`config.mk`:
```
export PLATFORM = sky130hd
export DESIGN_NAME = anneal_phase_ctrl
export DESIGN_NICKNAME = d
export VERILOG_FILES = /design/src/rtl/anneal_phase_ctrl.sv
export SDC_FILE = /design/constraint.sdc
export NUM_CORES = 1
export LEC_CHECK = 0
export ABC_AREA = 1
export BUFFER_PORTS_ARGS = -buffer_cell sky130_fd_sc_hd__buf_2
export CAP_MARGIN = 20
export CORE_MARGIN = 3
export CORE_UTILIZATION = 35
export DETAILED_ROUTE_END_ITERATION = 8
export PLACE_DENSITY = 0.59
export SLEW_MARGIN = 10
export SYNTH_ARGS = -nofsm -noshare
export SYNTH_HDL_FRONTEND = slang
export SYNTH_SLANG_ARGS = --single-unit
```
`constraint.sdc`:
```
create_clock -name clk -period 2 [get_ports clk]
set_input_delay 0.3 -clock clk [delete_from_list [all_inputs] [get_ports clk]]
set_output_delay 0.3 -clock clk [all_outputs]
set_load 0.01 [all_outputs]
```
`src/rtl/anneal_phase_ctrl.sv`:
```
// anneal_phase_ctrl: sequences the 5-phase one-hot row enables, the bit_shift
// annealing code and the row reset for the sparse p-bit multiplier rows.
// Ports: clk, reset (sync, active-high), start, abort in;
//        phase_en[4:0], bit_shift[1:0], pbit_reset, busy, done,
//        sample_strobe, sweep_cnt[SWEEP_W-1:0] out.
module anneal_phase_ctrl #(
   parameter int N_PHASES        = 5,
   parameter int HOLD_CYCLES     = 1,
   parameter int SWEEPS_PER_STEP = 256,
   parameter int INIT_CYCLES     = 4,
   parameter int SWEEP_W         = 16
) (
   input  logic               clk,
   input  logic               reset,
   input  logic               start,
   input  logic               abort,
   output logic [4:0]         phase_en,
   output logic [1:0]         bit_shift,
   output logic               pbit_reset,
   output logic               busy,
   output logic               done,
   output logic               sample_strobe,
   output logic [SWEEP_W-1:0] sweep_cnt
);

   typedef enum logic [1:0] {
      IDLE,
      INIT,
      RUN,
      DONE
   } state_t;

   state_t state, state_n;

   logic [15:0]        init_cnt;
   logic [15:0]        hold_cnt;
   logic [2:0]         phase;
   logic [1:0]         bs_q;
   logic [SWEEP_W-1:0] sc_q;

   logic init_last;
   logic hold_last;
   logic sweep_end;
   logic step_end;

   assign init_last = init_cnt == 16'(INIT_CYCLES - 1);
   assign hold_last = hold_cnt == 16'(HOLD_CYCLES - 1);
   assign sweep_end = (state == RUN) && hold_last &&
                      (phase == 3'(N_PHASES - 1));
   assign step_end  = sweep_end &&
                      (sc_q == SWEEP_W'(SWEEPS_PER_STEP - 1));

   assign bit_shift = bs_q;
   assign sweep_cnt = sc_q;

   always_ff @(posedge clk) begin
      if (reset) state <= IDLE;
      else       state <= state_n;
   end

   // Leaving for IDLE (abort or DONE) clears everything, so INIT and
   // RUN always start from zeroed counters.
   always_ff @(posedge clk) begin
      if (reset || state_n == IDLE) begin
         init_cnt <= '0;
         hold_cnt <= '0;
         phase    <= '0;
         bs_q     <= '0;
         sc_q     <= '0;
      end else if (state == INIT) begin
         init_cnt <= init_cnt + 16'd1;
      end else if (state == RUN) begin
         if (hold_last) begin
            hold_cnt <= '0;
            if (phase == 3'(N_PHASES - 1)) phase <= '0;
            else                           phase <= phase + 3'd1;
         end else begin
            hold_cnt <= hold_cnt + 16'd1;
         end
         if (step_end) begin
            sc_q <= '0;
            // Final step exits to DONE; bit_shift holds 3 there.
            if (bs_q != 2'd3) bs_q <= bs_q + 2'd1;
         end else if (sweep_end) begin
            sc_q <= sc_q + SWEEP_W'(1);
         end
      end
   end

   always_comb begin
      state_n       = state;
      phase_en      = '0;
      pbit_reset    = 1'b0;
      busy          = 1'b0;
      done          = 1'b0;
      sample_strobe = 1'b0;
      unique case (state)
         IDLE: begin
            pbit_reset = 1'b1;
            if (start && !abort) state_n = INIT;
         end
         INIT: begin
            pbit_reset = 1'b1;
            busy       = 1'b1;
            if (abort)          state_n = IDLE;
            else if (init_last) state_n = RUN;
         end
         RUN: begin
            busy          = 1'b1;
            phase_en      = 5'b00001 << phase;
            sample_strobe = sweep_end && (bs_q == 2'd3);
            if (abort)                           state_n = IDLE;
            else if (step_end && bs_q == 2'd3)   state_n = DONE;
         end
         DONE: begin
            done    = 1'b1;
            state_n = IDLE;
         end
         default: state_n = IDLE;
      endcase
   end

endmodule
```
# After elaboration in Yosys (flattened, before gate mapping)
# Cells that the tools add are included.
# word_totals
reg_bits	55
out_inout_bits	27
word_cells	54
# op_classes
shifts	1
n_reduce_logical	18
n_addsub	5
bitwise	1
mux	15
n_eq_ne	8
# op_table
operator	count
$add A16 B1 Y16 const B	3
$mux W16	3
$eq A16 B2 Y1 const B	1
$eq A16 B8 Y1 const B	1
$logic_not A16 Y1	1
$mux W2	5
$pmux W2 S4	1
$eq A2 B2 Y1 const B	3
$logic_and A1 B1 Y1	6
$reduce_and A3 Y1	2
$mux W5	1
$shl A1 B3 Y5 const A	1
$logic_not A2 Y1	2
$mux W1	4
$reduce_and A4 Y1	1
$reduce_or A2 Y1	2
$add A3 B1 Y3 const B	1
$eq A3 B3 Y1 const B	1
$mux W3	1
$add A2 B1 Y2 const B	1
$eq A2 B1 Y1 const B	1
$ne A2 B2 Y1 const B	1
$reduce_and A2 Y1	1
$reduce_bool A2 Y1	1
3 further kinds	3

# Logic depth before layout (Yosys ltp)
# logic_depth
ltp_word	10
depth_mapped	15
mapped_depth_nobuf	15

# Worst setup path after synthesis
# OpenSTA, ideal clock, no wires.
# synth_path
path_kind	register to register
startpoint	register sc_q[0], in the netlist sweep_cnt[0]
endpoint	register sc_q[0], in the netlist sweep_cnt[0]
arrival_time_ns	1.683
setup_slack_ns	0.251
stages_incl_launch_ff	13
n_path_buf	1
path_cell_list	dfxtp_1 > ha_1 > inv_2 > nor2_4 > nand2_2 > nor2_2 > nand3_2 > nand2_1 > nand2_1 > nand2_2 > nand2_4 > buf_6 > a21oi_2
# synth_between
elab_chain_len	8
# synth_rtl
item	line	source
from (decl)	39	logic [SWEEP_W-1:0] sc_q;
from (signal assigned)	85	sc_q <= sc_q + SWEEP_W'(1);
$eq A16 B8 Y1	51	(sc_q == SWEEP_W'(SWEEPS_PER_STEP - 1));
$logic_and A1 B1 Y1	50	assign step_end = sweep_end &&
$logic_and A1 B1 Y1	113	else if (step_end && bs_q == 2'd3) state_n = DONE;
$mux W2	113	
$mux W2	112	if (abort) state_n = IDLE;
$pmux W2 S4	97	unique case (state)
$logic_not A2 Y1	64	if (reset || state_n == IDLE) begin
$logic_or A1 B1 Y1	64	
# Parallel ways exist; a longest one is shown, timed or not. The select of a mux whose other input is x is not followed.
# A chain may end at the register's enable or synchronous reset.

# Worst setup path after layout
# layout_path
startpoint	register hold_cnt[0]
endpoint	output sample_strobe
# layout_between
elab_chain_len	5
# layout_rtl
item	line	source
from (decl)	36	logic [15:0] hold_cnt;
from (signal assigned)	78	hold_cnt <= hold_cnt + 16'd1;
$logic_not A16 Y1	47	assign hold_last = hold_cnt == 16'(HOLD_CYCLES - 1);
$logic_and A1 B1 Y1 (2 in a row)	48	assign sweep_end = (state == RUN) && hold_last &&
$logic_and A1 B1 Y1	111	sample_strobe = sweep_end && (bs_q == 2'd3);
$mux W1	97	
to (decl)	22	output logic sample_strobe,
# No other way between the ends.

==> flow_summary.html <==
<table>
<tr><th>Metric</th><th>Value</th></tr>
<tr><th colspan="2">Status</th></tr>
<tr><td>Result of the run</td><td>completed</td></tr>
<tr><th colspan="2">Detailed routing</th></tr>
<tr><td>Overall via count from detail_route</td><td>3314</td></tr>
<tr><td>Routed wire length per instance</td><td>12.3 µm</td></tr>
<tr><td>DRC</td><td>0</td></tr>
<tr><td>Remaining antenna violation count</td><td>0</td></tr>
<tr><td>Number of violations reported at the end of detailed-routing iteration 0</td><td>135</td></tr>
<tr><td>Post-detailed-route via-to-cell ratio</td><td>4.80</td></tr>
<tr><td>Detailed Route WL</td><td>8510 µm</td></tr>
<tr><td>Detailed-routing iteration count for the pre-antenna-repair pass</td><td>6</td></tr>
<tr><th colspan="2">Finish</th></tr>
<tr><td>Share of final-layout standard cells stronger than drive strength 1</td><td>28.3%</td></tr>
<tr><td>Layout overhead on the synthesized area</td><td>19.0%</td></tr>
<tr><td>Number of nets in the final layout</td><td>575</td></tr>
<tr><td>Antenna cells</td><td>0</td></tr>
<tr><td>Cell area after layout</td><td>4310 µm²</td></tr>
<tr><th colspan="2">GRT</th></tr>
<tr><td>Pin count of the biggest net entering global routing</td><td>44</td></tr>
<tr><td>Wire length of the first global-routing pass</td><td>13700 µm</td></tr>
<tr><td>Total gr overflow</td><td>0</td></tr>
<tr><td>Number of global-route vias before repair</td><td>3075</td></tr>
<tr><td>Antenna violations before repair</td><td>0</td></tr>
<tr><td>GRT Util Overall</td><td>14.2%</td></tr>
<tr><th colspan="2">Floorplan</th></tr>
<tr><td>Initial Utilization</td><td>36.6%</td></tr>
<tr><td>Die outline width</td><td>108 µm</td></tr>
<tr><td>Die area</td><td>11600 µm²</td></tr>
<tr><td>Die height</td><td>108 µm</td></tr>
<tr><td>Core area</td><td>9910 µm²</td></tr>
<tr><td>Boundary pin count</td><td>31</td></tr>
<tr><td>Cell row count</td><td>36</td></tr>
<tr><th colspan="2">Setup path</th></tr>
<tr><td>Worst EP required</td><td>1.70 ns</td></tr>
<tr><td>Critical Path End Type</td><td>output port</td></tr>
<tr><td>Stage delay of the slowest cell on the critical path</td><td>0.34 ns</td></tr>
<tr><td>Cell with the biggest individual delay on the critical path</td><td>sky130_fd_sc_hd__dfxtp_2</td></tr>
<tr><td>Cell Chain, Critical Path</td><td>inv_2 &gt; ha_4 &gt; nand3_1 &gt; nor2_2 &gt; nand2_1 &gt; nor3b_4 &gt; buf_2</td></tr>
<tr><td>Crit path buf inv count</td><td>2</td></tr>
<tr><td>Class of the most critical setup path</td><td>reg2out</td></tr>
<tr><td>Top delay family on crit path</td><td>simple AND/OR/NAND/NOR gates</td></tr>
<tr><td>Worst Setup Start Kind</td><td>register</td></tr>
<tr><td>Register-to-register setup slack</td><td>0.15 ns</td></tr>
<tr><td>Critical path peak fanout</td><td>3</td></tr>
<tr><td>Crit path DAT</td><td>1.62 ns</td></tr>
<tr><th colspan="2">Power</th></tr>
<tr><td>Internal Power</td><td>1.54 mW</td></tr>
<tr><td>Power Dens Cells</td><td>464 nW/µm²</td></tr>
<tr><td>Static leakage</td><td>1.74 nW</td></tr>
<tr><td>Total net switching power</td><td>0.459 mW</td></tr>
<tr><td>Clock network fraction of total power</td><td>40.5%</td></tr>
<tr><td>Reg power frac</td><td>55.0%</td></tr>
<tr><td>Switching portion of total power</td><td>23.0%</td></tr>
<tr><td>Overall power of the completed layout</td><td>2.00 mW</td></tr>
<tr><td>Worst IR drop on VDD</td><td>0.244 mV</td></tr>
<tr><td>Combinational power share</td><td>4.5%</td></tr>
<tr><th colspan="2">Placement</th></tr>
<tr><td>Detailed placement HPWL</td><td>6160 µm</td></tr>
<tr><td>Area of placed instances</td><td>4000 µm²</td></tr>
<tr><td>Count of input and output buffers</td><td>30</td></tr>
<tr><td>Weighted congestion reported at the end of routability-driven placement</td><td>0.886</td></tr>
<tr><th colspan="2">Logic synthesis</th></tr>
<tr><td>Mux contribution to synthesized area</td><td>0.276%</td></tr>
<tr><td>Xor-xnor portion of the synthesized cell area</td><td>6.04%</td></tr>
<tr><td>Post-synthesis cell area</td><td>3620 µm²</td></tr>
<tr><td>Syn Inst Count</td><td>505</td></tr>
<tr><td>Cell type contributing the most total cell area after synthesis</td><td>sky130_fd_sc_hd__dfxtp_1</td></tr>
<tr><td>Yosys warning total</td><td>0</td></tr>
<tr><td>Mean instance size in the synthesized netlist</td><td>7.18 µm²</td></tr>
<tr><td>Unique cell type count in the Yosys netlist</td><td>31</td></tr>
<tr><td>Post-synthesis share of cell area spent on and, or, nand and nor gates</td><td>30.3%</td></tr>
<tr><td>Total nets after synthesis</td><td>523</td></tr>
<tr><td>Dominant combinational cell family by area after synthesis</td><td>simple AND/OR/NAND/NOR gates</td></tr>
<tr><td>Synth Area in Adders</td><td>4.83%</td></tr>
<tr><td>Post-synthesis sequential element count</td><td>55</td></tr>
<tr><td>Proportion of synthesized chip area in sequential cells</td><td>30.4%</td></tr>
<tr><td>Share of the synthesized area in the top cell type</td><td>30.4%</td></tr>
<tr><td>Cell types with the largest area share after synthesis</td><td>sky130_fd_sc_hd__dfxtp_1 30%, sky130_fd_sc_hd__a21oi_2 12%, sky130_fd_sc_hd__nand2_1 10%</td></tr>
<tr><td>Compound-Gate Fraction of Synth Area</td><td>15.9%</td></tr>
<tr><th colspan="2">Timing</th></tr>
<tr><td>Relative max-transition margin</td><td>73.0%</td></tr>
<tr><td>Period minus WS final</td><td>1.92 ns</td></tr>
<tr><td>Max Transition Viols Final</td><td>0</td></tr>
<tr><td>Portion of the clock cycle consumed by the worst path in the final layout</td><td>95.8%</td></tr>
<tr><td>Setup-violating endpoint count in the final report</td><td>0</td></tr>
<tr><td>Hold Worst Slack</td><td>0.557 ns</td></tr>
<tr><td>Final hold violation count</td><td>0</td></tr>
<tr><td>Worst-case clock skew</td><td>0.0141 ns</td></tr>
<tr><td>Transition time at the pin with the least slew margin</td><td>0.402 ns</td></tr>
<tr><td>Maximum clock rate</td><td>522 MHz</td></tr>
<tr><th colspan="2">CTS</th></tr>
<tr><td>Number of buffers inserted during clock tree synthesis</td><td>5</td></tr>
<tr><td>Root buffer cell</td><td>sky130_fd_sc_hd__clkbuf_8</td></tr>
<tr><td>Clock tree from TritonCTS</td><td>yes</td></tr>
<tr><td>Hold buffer count at CTS</td><td>0</td></tr>
<tr><td>Buffer levels on the longest clock path</td><td>2</td></tr>
<tr><td>Sink Count</td><td>55</td></tr>
<tr><td>Clock-pin slew on the worst setup and hold paths</td><td>0.10 ns</td></tr>
<tr><td>Number of setup buffers added after CTS</td><td>0</td></tr>
<tr><td>Clk_lat worst skew</td><td>0.32 ns</td></tr>
<tr><td>Number of H-tree levels</td><td>2</td></tr>
<tr><th colspan="2">Worst hold path</th></tr>
<tr><td>Min-delay worst type</td><td>reg2reg</td></tr>
<tr><th colspan="2">Job</th></tr>
<tr><td>Maximum capacitance violations</td><td>0</td></tr>
</table>
placed cells by master, fill, tap and decap left out, drive strengths merged, types with 8 or more instances in the layout:
cell type / count
o21ai: 10
ha: 14
xor2: 21
nand2: 106
nand3: 35
a21oi: 57
inv: 82
nor3: 14
nand4: 19
dfxtp: 55
clkbuf: 8
buf: 56
nor2: 62
sequential cells by signal (all words and copies together), names as in the netlist:
register / count
state: 2
phase: 3
sweep_cnt: 16
hold_cnt: 16
bit_shift: 2
init_cnt: 16
layout make-up:
class                   instances  area, µm²
repair buffers                 58        450
fillers                      1037       5600
well taps                     133        166
multi-input cells             356       2160
clock buffers                   6       82.6
clock inverters                 2       38.8
inverters                      81        304
flip-flops and latches         55       1110
final timing paths:
kind | from | depth (start not counted) | end
min reg2reg | sweep_cnt[15] | 4 | sweep_cnt[15]
max | hold_cnt[0] | 7 | sample_strobe
max reg2reg | sweep_cnt[1] | 12 | phase[0]
min | sweep_cnt[15] | 4 | sweep_cnt[15]
cell usage after synthesis:
library cell and n:
sky130_fd_sc_hd__a21oi_2 49, sky130_fd_sc_hd__xor2_1 21, sky130_fd_sc_hd__nor3b_1 2, sky130_fd_sc_hd__dfxtp_1 55, sky130_fd_sc_hd__a21o_1 1, sky130_fd_sc_hd__mux2i_1 1
sky130_fd_sc_hd__nor2_1 57, sky130_fd_sc_hd__ha_1 14, sky130_fd_sc_hd__a211o_1 1, sky130_fd_sc_hd__or2_2 3, sky130_fd_sc_hd__nand2_4 2, sky130_fd_sc_hd__a21oi_1 8
sky130_fd_sc_hd__nor3_1 13, sky130_fd_sc_hd__o21bai_1 1, sky130_fd_sc_hd__o21ai_0 10, sky130_fd_sc_hd__a21boi_0 2, sky130_fd_sc_hd__buf_6 11, sky130_fd_sc_hd__nand2_1 97
sky130_fd_sc_hd__inv_1 77, sky130_fd_sc_hd__nand2_2 7, sky130_fd_sc_hd__inv_2 4, sky130_fd_sc_hd__nand3_2 1, sky130_fd_sc_hd__nor2_4 2, sky130_fd_sc_hd__nand4_1 19
sky130_fd_sc_hd__o22ai_1 2, sky130_fd_sc_hd__nand3_1 34, sky130_fd_sc_hd__nor2_2 3, sky130_fd_sc_hd__xnor2_1 4, sky130_fd_sc_hd__a31oi_1 1, sky130_fd_sc_hd__nor3_4 1
sky130_fd_sc_hd__buf_4 2
layer usage:
| layer | vias up | track usage (%) | routed length, µm |
|---|---|---|---|
| met1 | 1533 | 19.3 | 4260 |
| li1 | 1718 | - | - |
| met5 | - | 0 | 0 |
| met3 | 7 | 2.40 | 321 |
| met2 | 56 | 23.4 | 3870 |
| met4 | 0 | 3.07 | 63 |
through the flow:
step           worst slack (ns)  std cells  setup TNS (ns)  util [%]
3_5_place_dp             0.0736        678               0      40.4
4_1_cts                 0.00957        686               0      41.7
6_report                 0.0848        691               0      43.5
2_1_floorplan             0.251        505               0         -
3_3_place_gp              0.101        678               0      40.4
5_1_grt                -0.00744        691         -0.0116      43.5
cells by family (layout without fill, tap and decap cells):
family,after synthesis,in the layout
simple gates,241,241
buf+inv,94,147
compound gates,75,75
flops,55,55
xor+xnor,25,25
fa+ha+maj,14,14
mux,1,1
worst register-to-register path, delay by kind of cell (launching register included):
family,cells,cell delay (ns)
DFF,1,0.39
adders and majority gates,1,0.17
AOI/OAI and AO/OA,1,0.13
buffers and inverters,2,0.25
and+or+nand+nor,8,0.85
power by group through the flow:
stage                     Sequential, mW  Clock (mW)  Combinational (mW)
after floorplan                     1.12           0              0.0721
after global placement              1.12           0              0.0871
after detailed placement            1.12           0              0.0873
final                               1.10       0.810              0.0902
after global routing                1.10       0.870              0.0986
after CTS                           1.10       0.832              0.0876
what timing repair did:
action | in CTS | in global routing
endpoints found under the setup margin | 1 | 54
cloned | 0 | 5
resized for setup | 5 | 25
pin swaps | 1 | 1
(Power assumes the default switching activity.)
